### config.mk
export PLATFORM = sky130hd
export DESIGN_NAME = hd44780_rx
export DESIGN_NICKNAME = d
export VERILOG_FILES = /design/src/rtl/hd44780_pkg.sv /design/src/rtl/hd44780_ddram.sv /design/src/rtl/hd44780_rx.sv
export SDC_FILE = /design/constraint.sdc
export NUM_CORES = 1
export LEC_CHECK = 0
export ABC_CLOCK_PERIOD_IN_PS = 2029
export CAP_MARGIN = 20
export CORE_MARGIN = 2
export CORE_UTILIZATION = 49
export CTS_CLUSTER_DIAMETER = 60
export DETAILED_ROUTE_END_ITERATION = 6
export PLACE_DENSITY = 0.76
export SYNTH_ARGS = -nofsm -noshare
export SYNTH_HDL_FRONTEND = slang
export SYNTH_HIERARCHICAL = 1
export SYNTH_SLANG_ARGS = --single-unit
### constraint.sdc
create_clock -name clk -period 2.03 [get_ports clk]
set_input_delay 0.3045 -clock clk [delete_from_list [all_inputs] [get_ports clk]]
set_output_delay 0.3045 -clock clk [all_outputs]
set_load 0.03 [all_outputs]
### src/rtl/hd44780_pkg.sv
// hd44780_pkg: instruction masks, bit positions, DDRAM geometry and the
// address-counter helpers shared by the HD44780 receiver and its DDRAM.
package hd44780_pkg;

    localparam logic [7:0] OP_SET_DDRAM = 8'h80;
    localparam logic [7:0] OP_SET_CGRAM = 8'h40;
    localparam logic [7:0] OP_FUNC_SET  = 8'h20;
    localparam logic [7:0] OP_SHIFT     = 8'h10;
    localparam logic [7:0] OP_DISP_CTRL = 8'h08;
    localparam logic [7:0] OP_ENTRY     = 8'h04;
    localparam logic [7:0] OP_HOME      = 8'h02;
    localparam logic [7:0] OP_CLEAR     = 8'h01;

    localparam int BIT_DL = 4;
    localparam int BIT_N  = 3;
    localparam int BIT_SC = 3;
    localparam int BIT_RL = 2;
    localparam int BIT_D  = 2;
    localparam int BIT_C  = 1;
    localparam int BIT_B  = 0;
    localparam int BIT_ID = 1;

    localparam logic [6:0] LINE0_BASE  = 7'h00;
    localparam logic [6:0] LINE1_BASE  = 7'h40;
    localparam int         LINE_LEN    = 40;
    localparam int         DDRAM_CELLS = 2 * LINE_LEN;
    localparam logic [7:0] CHAR_SPACE  = 8'h20;
    localparam int         BUSY_W      = 16;

    localparam logic [6:0] LINE0_LAST = LINE0_BASE + 7'(LINE_LEN - 1);
    localparam logic [6:0] LINE1_LAST = LINE1_BASE + 7'(LINE_LEN - 1);

    typedef enum logic { NIB_FIRST = 1'b0, NIB_SECOND = 1'b1 } nib_state_t;

    // Wrap is the same in one- and two-line mode: the line ends chain into each other.
    function automatic logic [6:0] ac_next(input logic [6:0] ac, input logic inc);
        logic [6:0] r;
        if (inc) begin
            if (ac == LINE0_LAST)      r = LINE1_BASE;
            else if (ac == LINE1_LAST) r = LINE0_BASE;
            else                       r = ac + 7'd1;
        end else begin
            if (ac == LINE0_BASE)      r = LINE1_LAST;
            else if (ac == LINE1_BASE) r = LINE0_LAST;
            else                       r = ac - 7'd1;
        end
        return r;
    endfunction

    function automatic logic addr_in_line(input logic [5:0] col);
        return col < 6'(LINE_LEN);
    endfunction

    function automatic logic [6:0] cell_index(input logic [6:0] a);
        return a[6] ? 7'(LINE_LEN) + {1'b0, a[5:0]} : {1'b0, a[5:0]};
    endfunction

endpackage

### src/rtl/hd44780_ddram.sv
// hd44780_ddram: 80-cell display RAM with a per-cell valid vector so a clear
// takes one cycle; unwritten or out-of-line addresses read as a space.
module hd44780_ddram
    import hd44780_pkg::*;
(
    input  logic       clk,
    input  logic       reset,
    input  logic       wr_en,
    input  logic [6:0] wr_addr,
    input  logic [7:0] wr_data,
    input  logic       clr,
    input  logic [6:0] rd_addr,
    output logic [7:0] rd_data
);

    logic [7:0]             mem [DDRAM_CELLS];
    logic [DDRAM_CELLS-1:0] valid;
    logic [6:0]             wr_idx;
    logic [6:0]             rd_idx;
    logic                   wr_ok;

    assign wr_idx = cell_index(wr_addr);
    assign rd_idx = cell_index(rd_addr);
    assign wr_ok  = wr_en && addr_in_line(wr_addr[5:0]);

    always_ff @(posedge clk or posedge reset) begin
        if (reset)      valid <= '0;
        else if (clr)   valid <= '0;
        else if (wr_ok) valid[wr_idx] <= 1'b1;
    end

    always_ff @(posedge clk) begin
        if (wr_ok) mem[wr_idx] <= wr_data;
    end

    always_comb begin
        rd_data = CHAR_SPACE;
        if (addr_in_line(rd_addr[5:0]) && valid[rd_idx]) rd_data = mem[rd_idx];
    end

endmodule

### src/rtl/hd44780_rx.sv
// hd44780_rx: HD44780 bus receiver; reassembles nibbles, decodes instructions,
// tracks AC/flags and flags violations. DDRAM exists only with HD44780_RX_DDRAM_EN.
module hd44780_rx
    import hd44780_pkg::*;
#(
    parameter int BUSY_LONG  = 2,
    parameter int BUSY_SHORT = 0
) (
    input  logic       clk,
    input  logic       reset,
    input  logic       en,
    input  logic       rs,
    input  logic [3:0] data,
    input  logic [6:0] rd_addr,
    output logic [7:0] rd_data,
    output logic [6:0] cursor,
    output logic       four_bit,
    output logic       two_line,
    output logic       display_on,
    output logic       cursor_on,
    output logic       blink_on,
    output logic       entry_inc,
    output logic       cmd_stb,
    output logic       chr_stb,
    output logic [7:0] byte_out,
    output logic       busy,
    output logic       err,
    output nib_state_t nib_state
);

    // cmd_stb/chr_stb are valid-only strobes with no ready: byte_out is valid in
    // exactly the cycle a strobe is high, and the sender must honour busy.
    logic              en_q, rs_q;
    logic [3:0]        data_q, hi_nib, hi_nib_n;
    logic              hi_rs, hi_rs_n;
    nib_state_t        state, state_n;
    logic [6:0]        cursor_n;
    logic              four_bit_n, two_line_n, display_on_n, cursor_on_n, blink_on_n;
    logic              entry_inc_n, cgram_mode, cgram_n;
    logic              cmd_stb_n, chr_stb_n, err_n;
    logic [7:0]        byte_out_n, cur_byte, wr_data;
    logic [BUSY_W-1:0] busy_cnt, busy_cnt_n;
    logic              nib_acc, byte_done, cur_rs, wr_en, clr;
    logic [6:0]        wr_addr;

    assign nib_acc   = en_q & ~en;
    assign busy      = busy_cnt != '0;
    assign nib_state = state;
    assign wr_addr   = cursor;

    always_comb begin
        state_n      = state;
        hi_nib_n     = hi_nib;
        hi_rs_n      = hi_rs;
        cursor_n     = cursor;
        four_bit_n   = four_bit;
        two_line_n   = two_line;
        display_on_n = display_on;
        cursor_on_n  = cursor_on;
        blink_on_n   = blink_on;
        entry_inc_n  = entry_inc;
        cgram_n      = cgram_mode;
        cmd_stb_n    = 1'b0;
        chr_stb_n    = 1'b0;
        byte_out_n   = byte_out;
        busy_cnt_n   = busy ? busy_cnt - BUSY_W'(1) : busy_cnt;
        err_n        = err;
        byte_done    = 1'b0;
        cur_byte     = '0;
        cur_rs       = 1'b0;
        wr_en        = 1'b0;
        wr_data      = '0;
        clr          = 1'b0;

        if (nib_acc) begin
            if (busy) err_n = 1'b1;
            if (!four_bit) begin
                // DB3..0 are not wired, so a lone nibble is the upper half of a byte.
                byte_done = 1'b1;
                cur_byte  = {data_q, 4'h0};
                cur_rs    = rs_q;
                state_n   = NIB_FIRST;
            end else if (state == NIB_FIRST) begin
                hi_nib_n = data_q;
                hi_rs_n  = rs_q;
                state_n  = NIB_SECOND;
            end else begin
                state_n = NIB_FIRST;
                if (hi_rs != rs_q) begin
                    err_n = 1'b1;
                end else begin
                    byte_done = 1'b1;
                    cur_byte  = {hi_nib, data_q};
                    cur_rs    = rs_q;
                end
            end
        end

        if (byte_done) begin
            byte_out_n = cur_byte;
            busy_cnt_n = BUSY_W'(BUSY_SHORT);
            if (cur_rs) begin
                chr_stb_n = 1'b1;
                if (!cgram_mode) begin
                    wr_en    = 1'b1;
                    wr_data  = cur_byte;
                    cursor_n = ac_next(cursor, entry_inc);
                end
            end else begin
                cmd_stb_n = 1'b1;
                if (|(cur_byte & OP_SET_DDRAM)) begin
                    cgram_n = 1'b0;
                    if (addr_in_line(cur_byte[5:0])) begin
                        cursor_n = cur_byte[6:0];
                    end else begin
                        cursor_n = LINE0_BASE;
                        err_n    = 1'b1;
                    end
                end else if (|(cur_byte & OP_SET_CGRAM)) begin
                    cgram_n = 1'b1;
                end else if (|(cur_byte & OP_FUNC_SET)) begin
                    four_bit_n = ~cur_byte[BIT_DL];
                    two_line_n = cur_byte[BIT_N];
                    state_n    = NIB_FIRST;
                end else if (|(cur_byte & OP_SHIFT)) begin
                    if (!cur_byte[BIT_SC]) cursor_n = ac_next(cursor, cur_byte[BIT_RL]);
                end else if (|(cur_byte & OP_DISP_CTRL)) begin
                    display_on_n = cur_byte[BIT_D];
                    cursor_on_n  = cur_byte[BIT_C];
                    blink_on_n   = cur_byte[BIT_B];
                end else if (|(cur_byte & OP_ENTRY)) begin
                    entry_inc_n = cur_byte[BIT_ID];
                end else if (|(cur_byte & OP_HOME)) begin
                    cursor_n   = LINE0_BASE;
                    busy_cnt_n = BUSY_W'(BUSY_LONG);
                end else if (|(cur_byte & OP_CLEAR)) begin
                    clr         = 1'b1;
                    cursor_n    = LINE0_BASE;
                    entry_inc_n = 1'b1;
                    cgram_n     = 1'b0;
                    busy_cnt_n  = BUSY_W'(BUSY_LONG);
                end
            end
        end
    end

    always_ff @(posedge clk or posedge reset) begin
        if (reset) begin
            en_q       <= 1'b0;
            rs_q       <= 1'b0;
            data_q     <= '0;
            state      <= NIB_FIRST;
            hi_nib     <= '0;
            hi_rs      <= 1'b0;
            cursor     <= LINE0_BASE;
            four_bit   <= 1'b0;
            two_line   <= 1'b0;
            display_on <= 1'b0;
            cursor_on  <= 1'b0;
            blink_on   <= 1'b0;
            entry_inc  <= 1'b1;
            cgram_mode <= 1'b0;
            cmd_stb    <= 1'b0;
            chr_stb    <= 1'b0;
            byte_out   <= '0;
            busy_cnt   <= '0;
            err        <= 1'b0;
        end else begin
            en_q       <= en;
            rs_q       <= rs;
            data_q     <= data;
            state      <= state_n;
            hi_nib     <= hi_nib_n;
            hi_rs      <= hi_rs_n;
            cursor     <= cursor_n;
            four_bit   <= four_bit_n;
            two_line   <= two_line_n;
            display_on <= display_on_n;
            cursor_on  <= cursor_on_n;
            blink_on   <= blink_on_n;
            entry_inc  <= entry_inc_n;
            cgram_mode <= cgram_n;
            cmd_stb    <= cmd_stb_n;
            chr_stb    <= chr_stb_n;
            byte_out   <= byte_out_n;
            busy_cnt   <= busy_cnt_n;
            err        <= err_n;
        end
    end

`ifdef HD44780_RX_DDRAM_EN
    hd44780_ddram u_ddram (
        .clk     (clk),
        .reset   (reset),
        .wr_en   (wr_en),
        .wr_addr (wr_addr),
        .wr_data (wr_data),
        .clr     (clr),
        .rd_addr (rd_addr),
        .rd_data (rd_data)
    );
`else
    logic unused_ddram;
    assign unused_ddram = ^{rd_addr, wr_en, wr_addr, wr_data, clr};
    assign rd_data      = CHAR_SPACE;
`endif

endmodule

* Word-level counts from Yosys, hierarchy flattened *
Cells that the tools add are included.

cells by class
  $add $sub $neg = 3
  order comparisons = 1
  equality and inequality tests = 15
  mux-type cells = 73
  bitwise operators = 9
  reductions and logical operators = 12

operators with widths
  operator               count
  $mux 7                 18
  $mux 1                 40
  $mux 16                2
  $mux 8                 4
  $ne 3x1->1 const B     8
  $mux 2                 9
  $reduce_bool 16->1     1
  $sub 16x1->16 const B  1
  $eq 7x7->1 const B     2
  $reduce_and 7->1       2
  $reduce_and 9->1       1
  $not 1->1              8
  $reduce_and 8->1       1
  $add 7x1->7 const B    1
  $eq 7x6->1 const B     1
  $logic_not 7->1        1
  $sub 7x1->7 const B    1
  $lt 6x6->1 const B     1
  $reduce_and 5->1       1
  $reduce_bool 5->1      1
  $ne 4x1->1 const B     1
  $reduce_bool 2->1      2
  $reduce_and 3->1       1
  $reduce_bool 3->1      1
  4 further kinds        4

word-level totals
  flip-flop bits (word level) = 53
  input port bits = 15
  output and inout port bits = 34
  word-level logic and storage cells = 132

* Depth between registers and ports, before layout *
Gate-level depths: netlist (run 1).

  depth after elaboration = 15
  gate-level depth with buffers = 9
  mapped depth without buffers = 8

* Worst setup path before layout (run 1) *
Ideal clock, no wire load.

  kind = register to register
  from = reg cursor[0]
  to = reg cursor[4]
  setup time = 0.125 ns
  arrival time = 2.021 ns
  required time = 1.905 ns
  path slack = -0.115 ns
  cell stages (with the launch flop) = 9
  buffers on the path = 0
  period minus slack after synthesis = 2.145 ns
  path through = dfrtp_1 -> inv_1 -> ha_1 -> or3b_1 -> o211ai_1 -> o21ai_1 -> a22oi_1 -> o41ai_1 -> mux2_2

between the ends
  word-level cells in the longest chain between the ends = 10
  elaborated cells between the ends (all ways) = 19
  those cells by class = 2 x add/sub; 3 x eq/ne; 13 x mux; 1 x reduce/logical

RTL lines
  item                                 RTL line                              RTL
  from (decl)                          hd44780_rx.sv:16                      output logic [6:0] cursor,
  from (signal assigned)               hd44780_rx.sv:175                     cursor <= cursor_n;
  $sub 7x1->7 (tied with other cells)  hd44780_pkg.sv:45                     else r = ac - 7'd1;
  $mux 7, on equally long branches     hd44780_pkg.sv:44, hd44780_pkg.sv:40
  $mux 7, on equally long branches     hd44780_pkg.sv:43, hd44780_pkg.sv:39
  $mux 7                               hd44780_pkg.sv:38                     if (inc) begin
  $mux 7                               hd44780_rx.sv:126                     if (!cur_byte[BIT_SC]) cursor_n = ac_next(cursor, cur_byte[BIT_RL]);
  $mux 7                               hd44780_rx.sv:125                     end else if (|(cur_byte & OP_SHIFT)) begin
  $mux 7                               hd44780_rx.sv:121                     end else if (|(cur_byte & OP_FUNC_SET)) begin
  $mux 7                               hd44780_rx.sv:119                     end else if (|(cur_byte & OP_SET_CGRAM)) begin
  $mux 7                               hd44780_rx.sv:111                     if (|(cur_byte & OP_SET_DDRAM)) begin
  $mux 7 (*)                           hd44780_rx.sv:102                     if (cur_rs) begin

Every way passes the cells marked *; elsewhere a longest branch is shown, timed or not. The select of a mux whose other input is x is not followed.
A chain may end at the register's enable or synchronous reset.

* Final worst setup path (run 1) *
  from = reg busy_cnt[7]
  to = out busy

between the ends
  word-level cells in the longest chain between the ends = 1

RTL lines
  item                    RTL line           RTL
  from (decl)             hd44780_rx.sv:42   logic [BUSY_W-1:0] busy_cnt, busy_cnt_n;
  from (signal assigned)  hd44780_rx.sv:186  busy_cnt <= busy_cnt_n;
  $reduce_bool 16->1      hd44780_rx.sv:47   assign busy = busy_cnt != '0;
  to (decl)               hd44780_rx.sv:26   output logic busy,

No other way between the ends.

==> impl_summary.txt, run 1 <==
----------------------------------------------------
[Final layout]
  Layout Nets ... approximately 470
  Commonest cells after routing, fill and taps aside ... buf_4, dfrtp_1, nor2_1
  Most common library cell in the layout ignoring fill and taps ... buf_4
  N_diodes ... 0
  Fraction of the core area covered by cells at the end of the flow ... 73.1%
  Area used by multi-input combinational logic ... between 0.002 and 0.0025 sq mm
  Fill cell total of the finished layout ... 428
  Non-filler instance count after layout ... about 530
  Sequential Area ... about 0.0013 sq mm
  Fraction of final layout cells with drive strength greater than 1 ... about two fifths
  Layout overhead on the synthesized area ... 42.7%

[Yosys]
  Fraction of synthesis flops using an asynchronous set or reset pin ... between 90% and 100%
  Syn Area/Cell ... 9.79 sq um
  Sequential element share of the synthesized area ... approximately 40%
  Most used flip-flop cell after synthesis ... dfrtp_1
  Cell variety after synth ... 76
  Yosys warnings ... 6
  Number of enable-type register cells in the synthesized netlist ... 0
  Synthesized instance count ... between 300 and 400
  Flops & latches, synth ... 53
  Post-synthesis instance area ... between 0.003 and 0.004 sq mm

[STA]
  Worst Clk Skew ... ~0.011 ns
  RSZ-0062 raised after global routing ... true
  Worst hold slack across all endpoints ... between 0.3 and 0.4 ns
  Final count of hold timing violations ... 0
  Period Utilization, post-route ... 103%
  Final setup fails ... 6
  Setup slack after layout ... -0.0585 ns
  Achievable Freq ... between 400 and 500 MHz
  Number of max-slew violations in the final report ... 0
  Minimum period implied by the final worst setup slack ... between 2 and 2.5 ns

[Place]
  Detailed placer's ending HPWL ... around 5900 um
  Count of input and output buffers ... 33
  Setup slack at placement ... -0.275 ns
  Placed instance count ... ~500
  Weighted congestion at the end of routability-driven global placement ... roughly 0.88

[Clocking]
  Hold buffers post-CTS ... 0
  Maximum level of the CTS H-tree ... 2
  Number of clock buffers inserted by TritonCTS ... 5
  Largest buffer count on any clock path ... 2
  Clock transition time at the flip-flop clock pins of the worst setup and hold paths ... about 0.090 ns
  TritonCTS clock tree ... built
  Clock sinks ... 53
  Root buffer selected by CTS ... clkbuf_8
  Insertion delay of the later-clocked pin in the worst-skew pair ... 0.32 ns

[Global routing]
  Global-route wire length before repair ... ~14000 um
  Largest net degree at the start of global routing ... 25
  Overall routing resource usage ... between 20% and 30%
  Antenna violations before repair ... 0
  Via count of the first global-routing pass ... roughly 2800
  Sum of overflow across all layers after global routing ... 0

[Hold path]
  Hold/Removal Path Class ... input port to async pin

[Worst setup path]
  Worst-path maximum fanout ... 4
  Critical setup path kind ... flip-flop to primary output
  WP data arrival ... 1.78 ns
  CP startpoint kind ... flip-flop
  Kind of end point of the critical path ... primary output
  Worst endpoint required time ... approximately 1.7 ns

[Pwr]
  Power per cell area ... 1350 mW/mm^2
  Fraction of power consumed by the clock network ... roughly a tenth
  Switch share ... between 40% and 50%
  Leak ... roughly 2.1 nW
  Internal cell power ... 0.00361 W
  Switching power summed over all nets ... roughly 0.0027 W
  Combinational cell fraction of total power ... around three fifths
  Worst vdd rail ir drop ... about 800 uV
  Fraction of power consumed by sequential logic ... about 28%
  Total power of the final layout ... 0.00633 W

[Drt]
  First drt pass iteration count ... 5
  Vias after detailed routing ... 3117
  Initial drt markers ... about 220
  Average vias per placed instance ... roughly 5.9
  Overall routed net length ... about 9200 um
  DR WL/cell ... 17.4 um
  Number of nets with antenna violations after routing ... 0
  DRC ... 0

[Floorplanning]
  Number of placement rows ... 29
  Die span in x ... 85.9 um
  Area of the placeable core ... between 0.006 and 0.007 sq mm
  Die Area ... 0.00738 sq mm
  IO Count ... 49
  Starting density of the core ... roughly 51%
  Die Height ... 85.9 um

[Run]
  Maximum Capacitance Violations ... 0

[Status]
  Failing checks ... setup timing
  Run status ... finished, violations left

----------------------------------------------------
-- metal layers --
layer	track usage (%)	wire length (um)
met1	32.6	3950
met2	37.6	4480
met3	2.60	533
met4	8.37	247
met5	0	0
-- cells by family (layout without fill, tap and decap cells) --
| kind of cell | after synthesis | count (layout) | share of synthesized area (%) |
|---|---|---|---|
| buffers and inverters | 36 | 145 | 6.85 |
| other | 2 | 8 | 0.228 |
| and+or+nand+nor | 124 | 125 | 20.2 |
| muxes | 20 | 20 | 7.15 |
| adders and majority gates | 5 | 5 | 1.90 |
| xor gates and xnor gates | 19 | 19 | 5.06 |
| DFF | 53 | 53 | 40.4 |
| AOI/OAI and AO/OA | 77 | 77 | 18.2 |
-- path summary, 6_finish.rpt --
path,endpoint,depth (start not counted),startpoint,slack (ns)
min in group clk,data_q[2],1,data[2],0.42
min,busy_cnt[2],2,reset,0.31
max in group asynchronous,cursor[4],3,reset,1.20
max,busy,5,busy_cnt[7],-0.06
max reg2reg,cursor[6],9,rs_q,-0.05
min reg2reg,byte_out[3],2,byte_out[3],0.50
-- stage by stage --
stage	TNS, ns	instance area (sq um)
2_1_floorplan	-0.0452	3320
3_3_place_gp	-2.27	4130
3_5_place_dp	-3.10	4130
4_1_cts	-0.0582	4350
5_1_grt	-0.778	4690
6_report	-0.206	4690
-- layout make-up --
class | count | share of cell area (%)
Clock inverter | 2 | 0.293
Sequential cell | 53 | 28.4
Inverter | 11 | 0.880
Tap cell | 77 | 2.05
Clock buffer | 6 | 1.76
Multi-Input combinational cell | 254 | 43.3
Timing Repair Buffer | 126 | 23.3
-- power groups by stage --
| stage | combinational [W] | clock (W) | sequential (W) |
|---|---|---|---|
| 5_1_grt | 0.00420 | 0.000679 | 0.00185 |
| 3_5_place_dp | 0.00319 | 0 | 0.00177 |
| 6_report | 0.00390 | 0.000630 | 0.00180 |
| 2_1_floorplan | 0.00182 | 0 | 0.00196 |
| 4_1_cts | 0.00334 | 0.000643 | 0.00177 |
| 3_3_place_gp | 0.00312 | 0 | 0.00175 |
-- registers in the layout, indices dropped and copies added, names as in the netlist, 4 cells and up --
name and cells:
busy_cnt 16, byte_out 8, cursor 7, data_q 4, hi_nib 4
-- cells in the mapped netlist (6+ instances only) --
library cell	instances	area, sq um
nand3_1	10	50.1
nor2_1	34	128
mux2_2	12	135
buf_4	10	75.1
mux2i_1	6	60.1
nand2_1	30	113
inv_1	11	41.3
xor2_1	8	70.1
xnor2_1	11	96.3
dfrtp_1	52	1300
nor3_1	6	30.0
a21oi_1	13	65.1
o21ai_0	12	60.1
-- timing repair --
item | 4_1_cts | 5_1_grt
buffers inserted | 7 | 14
endpoints found under the setup margin | 16 | 19
resized for setup | 22 | 59
cloned | 0 | 1
pin swaps | 4 | 18
-- critical path, cell delays in order (launching register included) --
cell and delay (ns):
dfrtp_1 0.41, nor4_2 0.28, buf_4 0.15, nand4_1 0.19
or2_4 0.31, buf_6 0.14
Power figures use the tool's default switching activity.
==> run 2, diff against run 1 <==
CORE_UTILIZATION = 51   (was 49)
CTS_BUF_LIST = sky130_fd_sc_hd__clkbuf_8   (was unset)
CTS_CLUSTER_DIAMETER = 120   (was 60)
PLACE_DENSITY = 0.79   (was 0.76)
==> run 2 against run 1 <==
  * The run still ends with setup timing left
  * Clock-buffer cell count increased by 1
  * Final cell count increased by 0.76%
  * Critical path depth increased by 5
  * Register-to-register slack barely moved
  * Cell area shrank 0.85%
  * Non-clock buffer count increased by 5
  * Die area is 3.7% lower
  * Critical path type is now flip-flop to flip-flop
  * Largest cell class unchanged
  * Highest routed layer unchanged
==> impl_summary.txt, run 2 (synthesis results as in run 1) <==
----------------------------------------------------
[Worst setup path]
  Buffers & Inverters on Critical Path ... 3
  Worst endpoint required time ... 2.29 ns
  Critical Path Start ... hi_rs
  Sequence of cells on the critical path ... ha_4 > nand3b_1 > nor2_4 > buf_4 > buf_4 > buf_4 > xnor2_1 > a21oi_1 > a221oi_2 > a21o_1
  Worst-path maximum fanout ... 6
  Stage delay of the slowest cell on the critical path ... about 0.42 ns
  Cell family with most CP delay ... compound AO/OA/AOI/OAI gates
  Most repeated library cell on the critical path ... buf_4
  End of the worst register-to-register path ... cursor[1]
  FF-to-FF setup slack ... -0.06 ns
  CP startpoint kind ... flip-flop
  Critical setup path kind ... flip-flop to flip-flop
  WP data arrival ... 2.35 ns
  Cell depth of the worst setup path ... 10
  Worst reg2reg path startpoint ... hi_rs
  Crit path max-delay cell type ... dfrtp_1
  Worst reg2reg path depth ... 10
  Kind of end point of the critical path ... flip-flop
  Capture point of the critical path ... cursor[1]

[Place]
  Detailed placer's ending HPWL ... 6110 um
  Count of input and output buffers ... 33
  Weighted congestion at the end of routability-driven global placement ... 0.895

[Final layout]
  N_diodes ... 0
  Layout Nets ... 475
  Fraction of final layout cells with drive strength greater than 1 ... about 40%
  Largest register FFs ... 16
  Regs by FF count ... busy_cnt (16), byte_out (8), cursor (7)
  Largest register by flop count ... busy_cnt
  Fraction of the core area covered by cells at the end of the flow ... between 70% and 80%
  Commonest cells after routing, fill and taps aside ... buf_4, dfrtp_1, nor2_1
  Layout overhead on the synthesized area ... 41.5%
  Most common library cell in the layout ignoring fill and taps ... buf_4

[Drt]
  DRC ... 0
  First drt pass iteration count ... 5
  Overall routed net length ... ~9900 um
  Vias after detailed routing ... between 3000 and 4000
  DR WL/cell ... between 15 and 20 um
  Initial drt markers ... 321
  Average vias per placed instance ... roughly 6.1
  Number of nets with antenna violations after routing ... 0

[Floorplanning]
  Die Height ... approximately 84 um
  Die span in x ... around 84 um
  Area of the placeable core ... 0.00628 sq mm
  IO Count ... 49
  Starting density of the core ... 52.4%
  Number of placement rows ... 29
  Die Area ... just over 0.007 sq mm

[Clocking]
  Number of clock buffers inserted by TritonCTS ... 5
  Clock transition time at the flip-flop clock pins of the worst setup and hold paths ... 0.10 ns
  Insertion delay of the later-clocked pin in the worst-skew pair ... 0.31 ns
  TritonCTS clock tree ... built
  Clock sinks ... 53
  Maximum level of the CTS H-tree ... 2
  Root buffer selected by CTS ... clkbuf_8
  Largest buffer count on any clock path ... 2

[Pwr]
  Leak ... between 2 and 2.5 nW
  Power per cell area ... roughly 1400 mW/mm^2
  Worst vdd rail ir drop ... a little under 900 uV

[STA]
  Final setup fails ... 5
  Period Utilization, post-route ... 103%
  RSZ-0062 raised after global routing ... true
  Number of max-slew violations in the final report ... 0
  Final count of hold timing violations ... 0
  Minimum period implied by the final worst setup slack ... between 2 and 2.5 ns
  Achievable Freq ... ~480 MHz
  Worst hold slack across all endpoints ... around 0.3 ns
  Setup slack after layout ... -0.0587 ns
  Worst Clk Skew ... between 0.01 and 0.015 ns

[Global routing]
  Via count of the first global-routing pass ... between 2000 and 3000
  Overall routing resource usage ... approximately a quarter
  Sum of overflow across all layers after global routing ... 0
  Global-route wire length before repair ... between 10000 and 15000 um
  Largest net degree at the start of global routing ... 31
  Antenna violations before repair ... 0

[Hold path]
  Hold/Removal Path Class ... input port to async pin

[Run]
  Maximum Capacitance Violations ... 0

[Status]
  Failing checks ... setup timing
  Run status ... finished, violations left

----------------------------------------------------
-- run 2: through the flow --
step                      cell area [sq um]  total power [W]  setup slack [ns]  instances  setup TNS [ns]
after detailed placement               4160          0.00500            -0.265        505           -3.04
final                                  4650          0.00631           -0.0587        533          -0.155
after CTS                              4370          0.00577           -0.0239        521         -0.0239
after floorplan                        3320          0.00378           -0.0452        342         -0.0452
after global routing                   4650          0.00666            -0.166        533           -1.02
after global placement                 4160          0.00487            -0.217        505           -2.19
-- run 2: timing repair --
action / in CTS / in global routing
pin swaps: 8 / 17
endpoints found under the hold margin: 0 / 0
hold buffers: 0 / 0
gates resized for setup: 18 / 44
cloned: 0 / 0
endpoints found under the setup margin: 16 / 14
buffers inserted: 8 / 13
-- run 2: worst min path at each step --
| stage | to | slack, ns | start |
|---|---|---|---|
| 3_3_place_gp | byte_out[2] | 0.46 | byte_out[2] |
| 3_5_place_dp | byte_out[2] | 0.47 | byte_out[2] |
| 2_1_floorplan | data_q[0] | 0.34 | data[0] |
| 5_1_grt | byte_out[1] | 0.36 | reset |
| 6_report | cursor_on | 0.31 | reset |
| 4_1_cts | err | 0.32 | reset |
-- run 2: routing by layer --
metal,GRT usage (%),part of all wire (%)
met1,34.8,41
met2,39.7,48
met3,4.23,7.1
met4,9.09,3.7
met5,0,0
-- run 2: power by group --
group | internal [W] | leakage (nW) | total [W] | switching [W]
combinational | 0.00186 | 1.38 | 0.00388 | 0.00202
clock | 0.000309 | 0.0542 | 0.000664 | 0.000355
sequential | 0.00140 | 0.672 | 0.00176 | 0.000366
total | 0.00356 | 2.11 | 0.00631 | 0.00274
-- run 2: final cells by class --
type | count | area (sq um)
Inverter | 11 | 41.3
Tap cell | 77 | 96.3
Timing Repair Buffer | 131 | 1090
Clock buffer | 7 | 96.3
Clock inverter | 1 | 5.00
Multi-Input combinational cell | 253 | 1990
Fill cell | 420 | 1620
Sequential cell | 53 | 1330
==> run 3, diff against run 2 <==
CTS_CLUSTER_SIZE = 10   (was unset)
==> results of run 3 <==
No change in the layout: final DEF, timing and power equal those of run 2.
